$ cat config.mk
export PLATFORM = sky130hd
export DESIGN_NAME = alu_sequencer
export DESIGN_NICKNAME = d
export VERILOG_FILES = /design/src/rtl/alu_sequencer.sv
export SDC_FILE = /design/constraint.sdc
export NUM_CORES = 1
export LEC_CHECK = 0
export ABC_AREA = 0
export CORE_ASPECT_RATIO = 0.9
export CORE_UTILIZATION = 40
export DETAILED_ROUTE_END_ITERATION = 7
export DONT_BUFFER_PORTS = 1
export GPL_TIMING_DRIVEN = 0
export HOLD_SLACK_MARGIN = 0.15
export PLACE_DENSITY = 0.51
export SYNTH_ARGS = -nofsm -noshare
export SYNTH_HDL_FRONTEND = slang
export SYNTH_SLANG_ARGS = --single-unit
$ cat constraint.sdc
create_clock -name clk -period 5.25 [get_ports clk]
set_input_delay 1.05 -clock clk [delete_from_list [all_inputs] [get_ports clk]]
set_output_delay 1.05 -clock clk [all_outputs]
set_load 0.005 [all_outputs]
$ cat src/rtl/alu_sequencer.sv
// Issue controller between the key-handling FSM and the shared ALU: latches
// operands, waits a fixed settling latency, captures into the accumulator.
module alu_sequencer #(
  parameter int         WIDTH    = 16,
  parameter int         LATENCY  = 4,
  parameter logic [3:0] OP_PLUS  = 4'b1100,
  parameter logic [3:0] OP_MINUS = 4'b1101,
  parameter logic [3:0] OP_MULT  = 4'b1110,
  parameter logic [3:0] OP_DIV   = 4'b1111
) (
  input  logic             clk,
  input  logic             rst,
  input  logic             clr,
  input  logic             req,
  input  logic [3:0]       reqOp,
  input  logic [WIDTH-1:0] reqNum1,
  input  logic [WIDTH-1:0] reqNum2,
  input  logic             reqUseAcc,
  output logic             busy,
  output logic             done,
  output logic             error,
  output logic [WIDTH-1:0] result,
  output logic [WIDTH-1:0] ALUNum1,
  output logic [WIDTH-1:0] ALUNum2,
  output logic [3:0]       ALUOp,
  input  logic [WIDTH-1:0] ALUres,
  input  logic             ALUValid
);

  typedef enum logic [1:0] {S_IDLE, S_WAIT, S_DONE} state_t;

  localparam logic [3:0] LAT_M1 = 4'(LATENCY - 1);

  state_t     state, next_state;
  logic [3:0] cnt;
  logic       err_q;
  logic       op_legal, div_zero, issue_ok, issue_err;

  // OP_MINUS/OP_MULT sit inside the OP_PLUS..OP_DIV range check
  assign op_legal  = (reqOp >= OP_PLUS) && (reqOp <= OP_DIV);
  assign div_zero  = (reqOp == OP_DIV) && (reqNum2 == '0);
  assign issue_ok  = (state == S_IDLE) && req && op_legal && !div_zero;
  assign issue_err = (state == S_IDLE) && req && !(op_legal && !div_zero);

  always_ff @(posedge clk) begin
    if (rst) state <= S_IDLE;
    else     state <= next_state;
  end

  always_comb begin
    next_state = state;
    case (state)
      S_IDLE: if (req) next_state = issue_ok ? S_WAIT : S_DONE;
      S_WAIT: if (cnt == '0) next_state = S_DONE;
      S_DONE: next_state = S_IDLE;
      default: next_state = S_IDLE;
    endcase
    if (clr) next_state = S_IDLE;
  end

  always_comb begin
    busy  = (state != S_IDLE);
    done  = (state == S_DONE);
    error = (state == S_DONE) && err_q;
  end

  always_ff @(posedge clk) begin
    if (rst || clr) begin
      result  <= '0;
      ALUNum1 <= '0;
      ALUNum2 <= '0;
      ALUOp   <= '0;
      cnt     <= '0;
      err_q   <= 1'b0;
    end else begin
      if (issue_ok) begin
        ALUNum1 <= reqUseAcc ? result : reqNum1;
        ALUNum2 <= reqNum2;
        ALUOp   <= reqOp;
        cnt     <= LAT_M1;
      end
      if (issue_err) err_q <= 1'b1;
      if (state == S_WAIT) begin
        if (cnt != '0) cnt <= cnt - 4'd1;
        else begin
          err_q <= !ALUValid;
          if (ALUValid) result <= ALUres;
        end
      end
      if (state == S_DONE) err_q <= 1'b0;
    end
  end

endmodule

Yosys cells after proc, flatten, opt, wreduce, memory -nomap -nowiden

Cells that the tools add are included.
Widths: inputs -> output; s select.

Latch bits: 0
Memories kept: 0
Logic and storage cells: 48
RAM bits: 0
Bits in read-only memories: 0
Output and inout bits: 55
Bits in registers: 59
Input port bits: 58

Divide/modulo/power cells: 0
Reduce and logical (&&, ||, !) cells: 21
Shift operators: 0
Equality and inequality tests: 5
Magnitude comparators: 2
Mux-type cells: 11
Bitwise logic cells: 1
Multiply operators: 0
$add $sub $neg: 1

Operators with widths:

| kind                | number |
|---|---|
| $logic_not 16->1    | 1 |
| $mux 16             | 1 |
| $mux 4              | 3 |
| $logic_and 1x1->1   | 8 |
| $mux 2              | 3 |
| $eq 4x4->1 const B  | 1 |
| $ge 4x4->1 const B  | 1 |
| $le 4x4->1 const B  | 1 |
| $logic_not 4->1     | 1 |
| $ne 2x2->1 const B  | 2 |
| $pmux 2 s2          | 1 |
| $reduce_bool 4->1   | 1 |
| $reduce_or 2->1     | 2 |
| $sub 4x1->4 const B | 1 |
| $logic_not 1->1     | 3 |
| $mux 1              | 3 |
| $reduce_and 3->1    | 1 |
| $eq 2x1->1 const B  | 1 |
| $eq 2x2->1 const B  | 1 |
| $logic_not 2->1     | 1 |
| $reduce_and 2->1    | 1 |
| $reduce_bool 2->1   | 1 |
| $logic_or 1x1->1    | 1 |
| $not 1->1           | 1 |

Longest topological paths before layout

Gate-level depths: netlist of run 1.

Depth in word-level cells: 9
Gate-level depth with buffers: 8
Depth with buffers taken out: 6

Worst setup path before layout of run 1

No wires, ideal clock.

Path type: in2reg
Start point: input port reqNum2[10]
End point: register cnt[0]
Arrival: 2.550 ns
Library setup time: 0.120 ns
Setup slack: 2.581 ns
Stages on the path: 6
Required time: 5.130 ns
Path buffers: 2
Cell sequence: or4_1 > or2_1 > buf_6 > o21a_1 > buf_4 > o31a_1

Longest elaborated chain between the ends: 7

RTL lines:

| item                  | line | RTL |
|---|---|---|
| start, declared       | 17   | `input logic [WIDTH-1:0] reqNum2,` |
| $logic_not 16->1 (*)  | 41   | `assign div_zero = (reqOp == OP_DIV) && (reqNum2 == '0);` |
| $logic_and 1x1->1 (*) | 41   |  |
| $logic_not 1->1 (*)   | 42   | `assign issue_ok = (state == S_IDLE) && req && op_legal && !div_zero;` |
| $logic_and 1x1->1 (*) | 42   |  |
| $mux 4 (*)            | 76   | `if (issue_ok) begin` |
| $mux 4                | 84   | `if (cnt != '0) cnt <= cnt - 4'd1;` |
| $mux 4 (*)            | 83   | `if (state == S_WAIT) begin` |
| end signal, assigned  | 84   |  |
| end, declared         | 35   | `logic [3:0] cnt;` |

Mark *: on every way between the ends. The rest lies on a longest branch, timed or not.
A chain may end at the register's enable or synchronous reset.

Worst setup path in the final report of run 1

Start point: input port reqNum2[0]
End point: register cnt[0]

Same word-level chain as after synthesis.

==> reports/results.txt, run 1 <==
non-filler cells, final - 364
proportion of total power due to net switching - 0.225
minimum period implied by the final worst setup slack - 2.51 ns
Synth Flop Type - sky130_fd_sc_hd__dfxtp_1
proportion of layout cells with a drive suffix above 1 - 0.0830
most used standard cell by instance count after synthesis - sky130_fd_sc_hd__dfxtp_1
Worst IR Drop VDD - 0.000180 V
Post-CTS Setup Bufs - 0
Layout Area Growth over Synthesis - 11.7%
Inst Count DP - 348
Synth async-reset ratio - 0
Critical Path Slowest Stage Cell - sky130_fd_sc_hd__nand4b_1
area share of the largest cell type after synthesis - 0.461
die outline area - 6730 um2
die width - 86.4 um
count of nets after finishing - 331
startpoint kind of the worst setup timing path - input pin
maximum clock rate - 0.399 GHz
Internal - 699 uW
summed instance area of the synthesized netlist - 2560 um2
portion of total power attributed to sequential cells - 0.509
top cells by area, synth - sky130_fd_sc_hd__dfxtp_1, sky130_fd_sc_hd__mux2i_1, sky130_fd_sc_hd__o211a_1, sky130_fd_sc_hd__nand2_1, sky130_fd_sc_hd__o211ai_1
Pleak - 0.00135 uW
most frequent cells after synthesis - sky130_fd_sc_hd__dfxtp_1, sky130_fd_sc_hd__mux2i_1, sky130_fd_sc_hd__nand2_1
RSZ-0062 raised after global routing - no
via count of the first global-routing pass - 1,835
post-route setup TNS - 0 ns
CP peak stage delay - 0.50 ns
power density of the placed cells - 315 nW/um2
sum of overflow across all layers after global routing - 0
Clk Tree Root Cell - sky130_fd_sc_hd__clkbuf_8
global placer's final weighted congestion - 0.728
GRT Overall Usage - 0.186
share of power burned in combinational logic - 0.059
final worst hold slack - 0.475 ns
routed length per placed instance - 16.9 um
clock sink count - 59
kind of cell adding the most delay to the critical path - simple AND/OR/NAND/NOR gates
filler cell count in the final layout - 634
Final Max Slew Viols - 0
number of vias in the routed layout - 1,936
insertion delay to the later sink of the worst-skew pair - 0.33 ns
count of pins on the block boundary - 113
worst path required time - 5.47 ns
number of enable-type register cells in the synthesized netlist - 0
clock skew - 0.00584 ns
initial drt markers - 76
H-tree depth reported by CTS - 3
quantity of I/O buffers inserted on ports - 0
antenna cells - 0
critical path peak fanout - 10
PostCTS Resize Cnt - 0
clock slew at the register clock pins of the worst setup and hold paths - 0.06 ns
cts bufs inserted - 9
CP Cell Sequence - nor4b_1 > nand4b_1 > o21a_1 > buf_4 > o31a_1
result of the run - finished, final reports clean
number of antenna violations at the first check in global routing - 0
Synth cell types - 33
Post-DP HPWL - 4430 um
floorplan core area - 6150 um2
portion of total power attributed to the clock network - 0.432
wire length of the first global-routing pass - 9360 um
Slew HR - 0.525
path type of the worst min-delay path - register to register
instance count of the mapped netlist - 261
Data arrival, critical path - 2.72 ns
final total power - 902 uW
count of standard-cell rows - 27
Pre-Repair DR Iteration Count - 4
die height - 77.9 um
Warnings, synthesis - 0
Max-cap violations - 0
slew at the pin with the worst max-slew slack - 0.712 ns
switching power of the nets - 203 uW
post-synthesis cell type with the largest combined area - sky130_fd_sc_hd__dfxtp_1
Final setup violation count - 0
post-route core utilization - 0.466
Crit. End Element - register
starting density of the core - 0.417
clk buf depth - 2
count of hold buffers inserted by post-cts repair - 0
pin count of the biggest net entering global routing - 11
flop and latch count out of synthesis - 59
share of the clock period used by the worst path - 0.477
sequential share of the synthesized area - 0.461
drt total wl - 6150 um
Worst Path Class, Setup - input pin to register
number of antenna-violating nets in the routed design - 0
Syn Area/Cell - 9.82 um2
TritonCTS clock tree - done
Synthesized Nets - 320
average via count per standard cell - 5.32
Worst Path Buf+Inv - 1
hold violation count in the final report - 0
detailed-route DRC error count - 0
[through the flow]
stage          area, um2  setup slack (ns)
3_3_place_gp        2670              2.33
3_5_place_dp        2670              2.35
4_1_cts             2860              2.70
6_report            2860              2.74
5_1_grt             2860              2.62
2_1_floorplan       2560              2.58
[cells in the final DEF, fill, tap and decap left out, drive strengths merged, types with 2 or more instances in the layout]
cell type / synthesis / final
o21a: 5 / 5
inv: 4 / 4
or2: 3 / 3
nor3: 2 / 2
a21oi: 4 / 4
mux2i: 50 / 50
and2: 3 / 3
or4: 3 / 3
o211a: 17 / 17
buf: 6 / 6
nor2: 19 / 19
clkbuf: 14 / 29
nand3: 2 / 2
dfxtp: 59 / 59
nand2: 37 / 37
o31a: 3 / 3
nor2b: 2 / 2
o211ai: 16 / 16
[power by group through the flow]
stage,combinational [uW],sequential [uW],clock (uW)
5_1_grt,59.3,460,423
2_1_floorplan,42.3,468,0
3_3_place_gp,53.8,470,0
3_5_place_dp,54.1,470,0
4_1_cts,54.1,460,403
6_report,53.0,460,390
[logic make-up (layout without fill, tap and decap cells)]
family / Yosys count / after routing / share of synthesized area
AND/OR/NAND/NOR: 77 / 77 / 0.137
adder cells (fa/ha/maj): 1 / 1 / 0.00488
buffers and inverters: 24 / 40 / 0.0415
multiplexers: 50 / 50 / 0.195
XOR/XNOR: 1 / 1 / 0.00342
AO/OA/AOI/OAI: 49 / 49 / 0.157
flip-flops: 59 / 59 / 0.461
[layer usage]
layer  wire length, um  GRT usage  share of wire
met5                 0          0              0
met1              2740      0.233           0.45
met4                62     0.0600          0.010
met3               549     0.0926          0.089
met2              2800      0.279           0.46
[final cells by class]
cell class	instances	area, um2	area share
plain buffers	20	91.3	0.0319
clock buffers	15	186	0.0651
clock inverters	1	5.00	0.00175
inverters	4	15.0	0.00524
multi-input cells	178	1270	0.445
flip-flops and latches	59	1180	0.413
well taps	87	109	0.0380
[final timing paths]
path / from / to / slack (ns) / depth (start not counted)
setup / recovery: reqNum2[0] / cnt[0]$_SDFF_PP0_ / 2.74 / 5
hold / removal: ALUNum2[3]$_SDFFE_PP0P_ / ALUNum2[3]$_SDFFE_PP0P_ / 0.47 / 2
setup reg to reg: cnt[0]$_SDFF_PP0_ / result[11]$_SDFFE_PP0P_ / 2.93 / 8
hold reg to reg: ALUNum2[3]$_SDFFE_PP0P_ / ALUNum2[3]$_SDFFE_PP0P_ / 0.47 / 2
[tightest hold or removal path, stage by stage, from the launching register on]
cell and delay (ns):
sky130_fd_sc_hd__dfxtp_1 0.32, sky130_fd_sc_hd__nand2_1 0.06, sky130_fd_sc_hd__mux2i_1 0.05
[registers in the layout, indices dropped and copies added (netlist names)]
signal and count:
ALUNum1 16, ALUNum2 16, ALUOp 4, cnt 4
err_q 1, result 16, state 2
Power figures use the tool's default switching activity.
==> run 2, diff against run 1 <==
PLACE_DENSITY = 0.53   (was 0.51)
clock period = 2.2 ns   (was 5.25 ns; I/O delays follow)
==> reports/results.txt, run 2 (synthesis gave the netlist of run 1 again) <==
filler cell count in the final layout - 632
Final setup violation count - 0
number of vias in the routed layout - 1,938
floorplan core area - 6150 um2
die outline area - 6730 um2
cts bufs inserted - 9
count of hold buffers inserted by post-cts repair - 0
worst r2r src - state[0]$_SDFFE_PP0P_
Pre-Repair DR Iteration Count - 4
CP Cell Sequence - or2_2 > nor2_1 > o21a_1 > buf_2 > mux2i_1
maximum clock rate - 0.484 GHz
sum of overflow across all layers after global routing - 0
routed length per placed instance - 16.8 um
worst path required time - 2.46 ns
slew at the pin with the worst max-slew slack - 0.702 ns
Max-cap violations - 0
final total power - 2340 uW
clock sink count - 59
most common cell after layout, fill and taps aside - sky130_fd_sc_hd__dfxtp_1
insertion delay to the later sink of the worst-skew pair - 0.34 ns
critical path peak fanout - 10
GRT Overall Usage - 0.187
Pleak - 0.00137 uW
quantity of I/O buffers inserted on ports - 0
result of the run - finished, final reports clean
share of the clock period used by the worst path - 0.939
path type of the worst min-delay path - input pin to register
Layout Area Growth over Synthesis - 13.7%
power density of the placed cells - 804 nW/um2
via count of the first global-routing pass - 1,917
clock skew - 0.00940 ns
die width - 86.4 um
Worst Path Class, Setup - register to register
clock slew at the register clock pins of the worst setup and hold paths - 0.07 ns
Post-DP HPWL - 4470 um
reg-to-reg endpoint - ALUNum2[7]$_SDFFE_PP0P_
Critical Path Slowest Stage Cell - sky130_fd_sc_hd__nor2_1
starting density of the core - 0.417
Worst Path Buf+Inv - 1
post-route core utilization - 0.474
die height - 77.9 um
hold violation count in the final report - 0
pin count of the biggest net entering global routing - 11
Worst IR Drop VDD - 0.000383 V
top library cells by usage in the layout, fill and taps aside - sky130_fd_sc_hd__dfxtp_1, sky130_fd_sc_hd__mux2i_1, sky130_fd_sc_hd__nand2_1, sky130_fd_sc_hd__nor2_1, sky130_fd_sc_hd__o211a_1
kind of cell adding the most delay to the critical path - simple AND/OR/NAND/NOR gates
beginning of the worst hold path - reqNum2[11]
cell depth of the worst min-delay path - 2
number of antenna-violating nets in the routed design - 0
H-tree depth reported by CTS - 3
number of antenna violations at the first check in global routing - 0
drt total wl - 6110 um
CP peak stage delay - 0.50 ns
wire length of the first global-routing pass - 9450 um
count of pins on the block boundary - 113
minimum period implied by the final worst setup slack - 2.07 ns
startpoint kind of the worst setup timing path - register
average via count per standard cell - 5.34
Data arrival, critical path - 2.32 ns
Clk Tree Root Cell - sky130_fd_sc_hd__clkbuf_8
Final Max Slew Viols - 0
non-filler cells, final - 363
antenna cells - 0
detailed-route DRC error count - 0
global placer's final weighted congestion - 0.763
Crit. End Element - register
Slew HR - 0.532
initial drt markers - 96
Inst Count DP - 348
worst-case register-to-register setup slack - 0.13 ns
Worst Hold End - ALUNum2[11]$_SDFFE_PP0P_
count of nets after finishing - 330
clk buf depth - 2
count of standard-cell rows - 27
worst reg2reg path depth - 5
biggest registers after layout - ALUNum1: 16 flops, ALUNum2: 16 flops, result: 16 flops
TritonCTS clock tree - done
RSZ-0062 raised after global routing - no
proportion of layout cells with a drive suffix above 1 - 0.0978
## run 2: cell types whose count changed in the layout (fill, tap and decap cells not counted), sizes merged
| cell | delta |
|---|---|
| bufinv | +2 |
| clkbuf | -5 |
| clkinv | +2 |
## run 2: cell type report
cell class	count	area (um2)	area share
plain buffers	19	87.6	0.0301
clock buffers	11	151	0.0520
clock inverters	5	75.1	0.0258
inverters	4	15.0	0.00515
multi-input cells	178	1290	0.444
flip-flops and latches	59	1180	0.405
well taps	87	109	0.0374
## run 2: worst max path at each step
stage                          startpoint  cells after the start  slack (ns)                      end
finish              state[0]$_SDFFE_PP0P_                      5        0.13  ALUNum2[7]$_SDFFE_PP0P_
global route        state[1]$_SDFFE_PP0P_                      5       0.008  ALUNum2[1]$_SDFFE_PP0P_
CTS                     cnt[0]$_SDFF_PP0_                      7        0.11   result[7]$_SDFFE_PP0P_
detailed placement      cnt[0]$_SDFF_PP0_                      8       -0.05   result[7]$_SDFFE_PP0P_
global placement               reqNum2[2]                      5       -0.05        cnt[1]$_SDFF_PP0_
floorplan                     reqNum2[10]                      6        0.14        cnt[0]$_SDFF_PP0_
## run 2: power breakdown
| part | switching, uW | internal [uW] | leakage [uW] | total, uW |
|---|---|---|---|---|
| sequential | 12.8 | 1080 | 0.000477 | 1100 |
| clock | 424 | 693 | 0.000119 | 1120 |
| combinational | 73.8 | 52.6 | 0.000779 | 126 |
| total | 511 | 1830 | 0.00137 | 2340 |
## run 2: layer usage
layer / wire length (um) / vias to the layer above / track usage / part of all wire
met5: 0 / - / 0 / 0
met4: 104 / 0 / 0.0683 / 0.017
met3: 498 / 12 / 0.0915 / 0.082
met2: 2860 / 67 / 0.299 / 0.47
met1: 2650 / 908 / 0.216 / 0.43
li1: - / 951 / - / -
## run 2: stage by stage
stage / worst slack, ns / hold WS (ns) / setup TNS [ns] / instance area, um2
final: 0.134 / 0.240 / 0 / 2910
after global routing: 0.00833 / 0.228 / 0 / 2910
after CTS: 0.107 / 0.227 / 0 / 2910
after detailed placement: -0.0464 / 0.468 / -0.378 / 2670
after global placement: -0.0496 / 0.464 / -0.421 / 2670
after floorplan: 0.141 / 0.451 / 0 / 2560
## run 2: timing repair
item                                    4_1_cts  5_1_grt
endpoints found under the setup margin        9        7
gates resized for setup                       2        1
buffers inserted                              0        0
cloned                                        0        0
==> run 3, diff against run 2 <==
clock period = 1.9 ns   (was 2.2 ns; I/O delays follow)
==> reports/results.txt, run 3 (synthesis gave the netlist of run 1 again) <==
routed length per placed instance - 16.7 um
CP peak stage delay - 0.50 ns
sum of overflow across all layers after global routing - 0
proportion of layout cells with a drive suffix above 1 - 0.0906
switching power of the nets - 571 uW
starting density of the core - 0.417
Max-cap violations - 0
worst path required time - 2.13 ns
share of power burned in combinational logic - 0.062
slew at the pin with the worst max-slew slack - 0.717 ns
PnR worst setup slack - 0.130 ns
Layout Area Growth over Synthesis - 13.1%
critical path peak fanout - 10
path type of the worst min-delay path - input pin to register
Crit. End Element - register
number of vias in the routed layout - 1,897
final worst hold slack - 0.180 ns
portion of total power attributed to the clock network - 0.416
filler cell count in the final layout - 650
Worst Path Class, Setup - input pin to register
Critical Path Slowest Stage Cell - sky130_fd_sc_hd__nand4b_1
floorplan core area - 6150 um2
Internal - 1860 uW
Inst Count DP - 348
Post-DP HPWL - 4410 um
pin count of the biggest net entering global routing - 18
final total power - 2430 uW
result of the run - finished, final reports clean
power density of the placed cells - 839 nW/um2
wire length of the first global-routing pass - 9440 um
count of standard-cell rows - 27
Final Max Slew Viols - 0
number of antenna-violating nets in the routed design - 0
global placer's final weighted congestion - 0.742
antenna cells - 0
Data arrival, critical path - 2.00 ns
detailed-route DRC error count - 0
post-route setup TNS - 0 ns
non-filler cells, final - 363
RSZ-0062 raised after global routing - no
count of nets after finishing - 330
share of the clock period used by the worst path - 0.931
die outline area - 6730 um2
clock slew at the register clock pins of the worst setup and hold paths - 0.06 ns
Worst Path Buf+Inv - 1
Pre-Repair DR Iteration Count - 4
top library cells by usage in the layout, fill and taps aside - sky130_fd_sc_hd__dfxtp_1, sky130_fd_sc_hd__mux2i_1, sky130_fd_sc_hd__nand2_1, sky130_fd_sc_hd__nor2_1, sky130_fd_sc_hd__o211a_1
quantity of I/O buffers inserted on ports - 0
maximum clock rate - 0.565 GHz
Clk Tree Root Cell - sky130_fd_sc_hd__clkbuf_8
drt total wl - 6070 um
hold violation count in the final report - 0
Slew HR - 0.522
count of hold buffers inserted by post-cts repair - 0
die height - 77.9 um
Final setup violation count - 0
minimum period implied by the final worst setup slack - 1.77 ns
via count of the first global-routing pass - 1,888
TritonCTS clock tree - done
cts bufs inserted - 9
biggest registers after layout - ALUNum1: 16 flops, ALUNum2: 16 flops, result: 16 flops
startpoint kind of the worst setup timing path - input pin
portion of total power attributed to sequential cells - 0.522
number of antenna violations at the first check in global routing - 0
clock sink count - 59
die width - 86.4 um
Pleak - 0.00136 uW
GRT Overall Usage - 0.190
kind of cell adding the most delay to the critical path - simple AND/OR/NAND/NOR gates
clk buf depth - 2
count of pins on the block boundary - 113
insertion delay to the later sink of the worst-skew pair - 0.34 ns
proportion of total power due to net switching - 0.235
most common cell after layout, fill and taps aside - sky130_fd_sc_hd__dfxtp_1
H-tree depth reported by CTS - 3
CP Cell Sequence - nor4b_1 > nand4b_1 > o21a_1 > buf_2 > o211a_1
clock skew - 0.00945 ns
initial drt markers - 51
setup slack after placement - -0.379 ns
average via count per standard cell - 5.23
Worst IR Drop VDD - 0.000468 V
==> run 3: cell count changes in the layout (fill, tap and decap cells not counted), sizes merged <==
cell / change
clkinv: -1
bufinv: -2
clkbuf: +5
buf: -2
==> run 3: final timing paths <==
path / from / depth (start not counted) / slack, ns / end
max: reqNum2[0] / 5 / 0.13 / ALUNum1[9]$_SDFFE_PP0P_
min: reqNum2[3] / 2 / 0.18 / ALUNum2[3]$_SDFFE_PP0P_
max reg2reg: state[1]$_SDFFE_PP0P_ / 5 / 0.15 / ALUNum1[9]$_SDFFE_PP0P_
min reg2reg: ALUNum2[3]$_SDFFE_PP0P_ / 2 / 0.48 / ALUNum2[3]$_SDFFE_PP0P_
==> run 3: routing by layer <==
layer | up-vias | share of wire | GRT usage
met1 | 876 | 0.44 | 0.231
li1 | 954 | - | -
met4 | 0 | 0.012 | 0.0733
met3 | 7 | 0.093 | 0.0989
met2 | 60 | 0.46 | 0.283
met5 | - | 0 | 0
==> run 3: through the flow <==
step	instance area, um2	utilization
after detailed placement	2680	0.435
after global placement	2680	0.435
after floorplan	2570	-
after CTS	2870	0.467
after global routing	2900	0.472
final	2900	0.472
==> run 3: cell type report <==
cell class / count / area (um2) / area share
Buffer: 18 / 91.3 / 0.0315
Clock buffer: 14 / 163 / 0.0561
Timing Repair Buffer: 1 / 20.0 / 0.00691
Clock inverter: 2 / 10.0 / 0.00345
Multi-Input combinational cell: 178 / 1310 / 0.452
Sequential cell: 59 / 1180 / 0.407
Tap cell: 87 / 109 / 0.0375
Inverter: 4 / 15.0 / 0.00518
==> run 3: worst register-to-register path: cells and delay by family, from the launching register on <==
family / cells / cell delay (ns)
compound gates: 2 / 0.36
flops: 1 / 0.36
buf+inv: 1 / 0.36
simple gates: 2 / 0.57
==> run 3: timing repair <==
action                                 4_1_cts  5_1_grt
endpoints found under the hold margin        0        0
resized for setup                            6        2
setup endpoints to repair                   49       27
pin swaps                                    0        1
setup buffers                                0        1
==> run 3: power by group through the flow <==
stage	clock network (uW)	logic, uW	registers, uW
after floorplan	0	117	1290
after global placement	0	147	1300
after detailed placement	0	149	1300
after CTS	1050	152	1270
after global routing	1110	167	1270
final	1010	150	1270
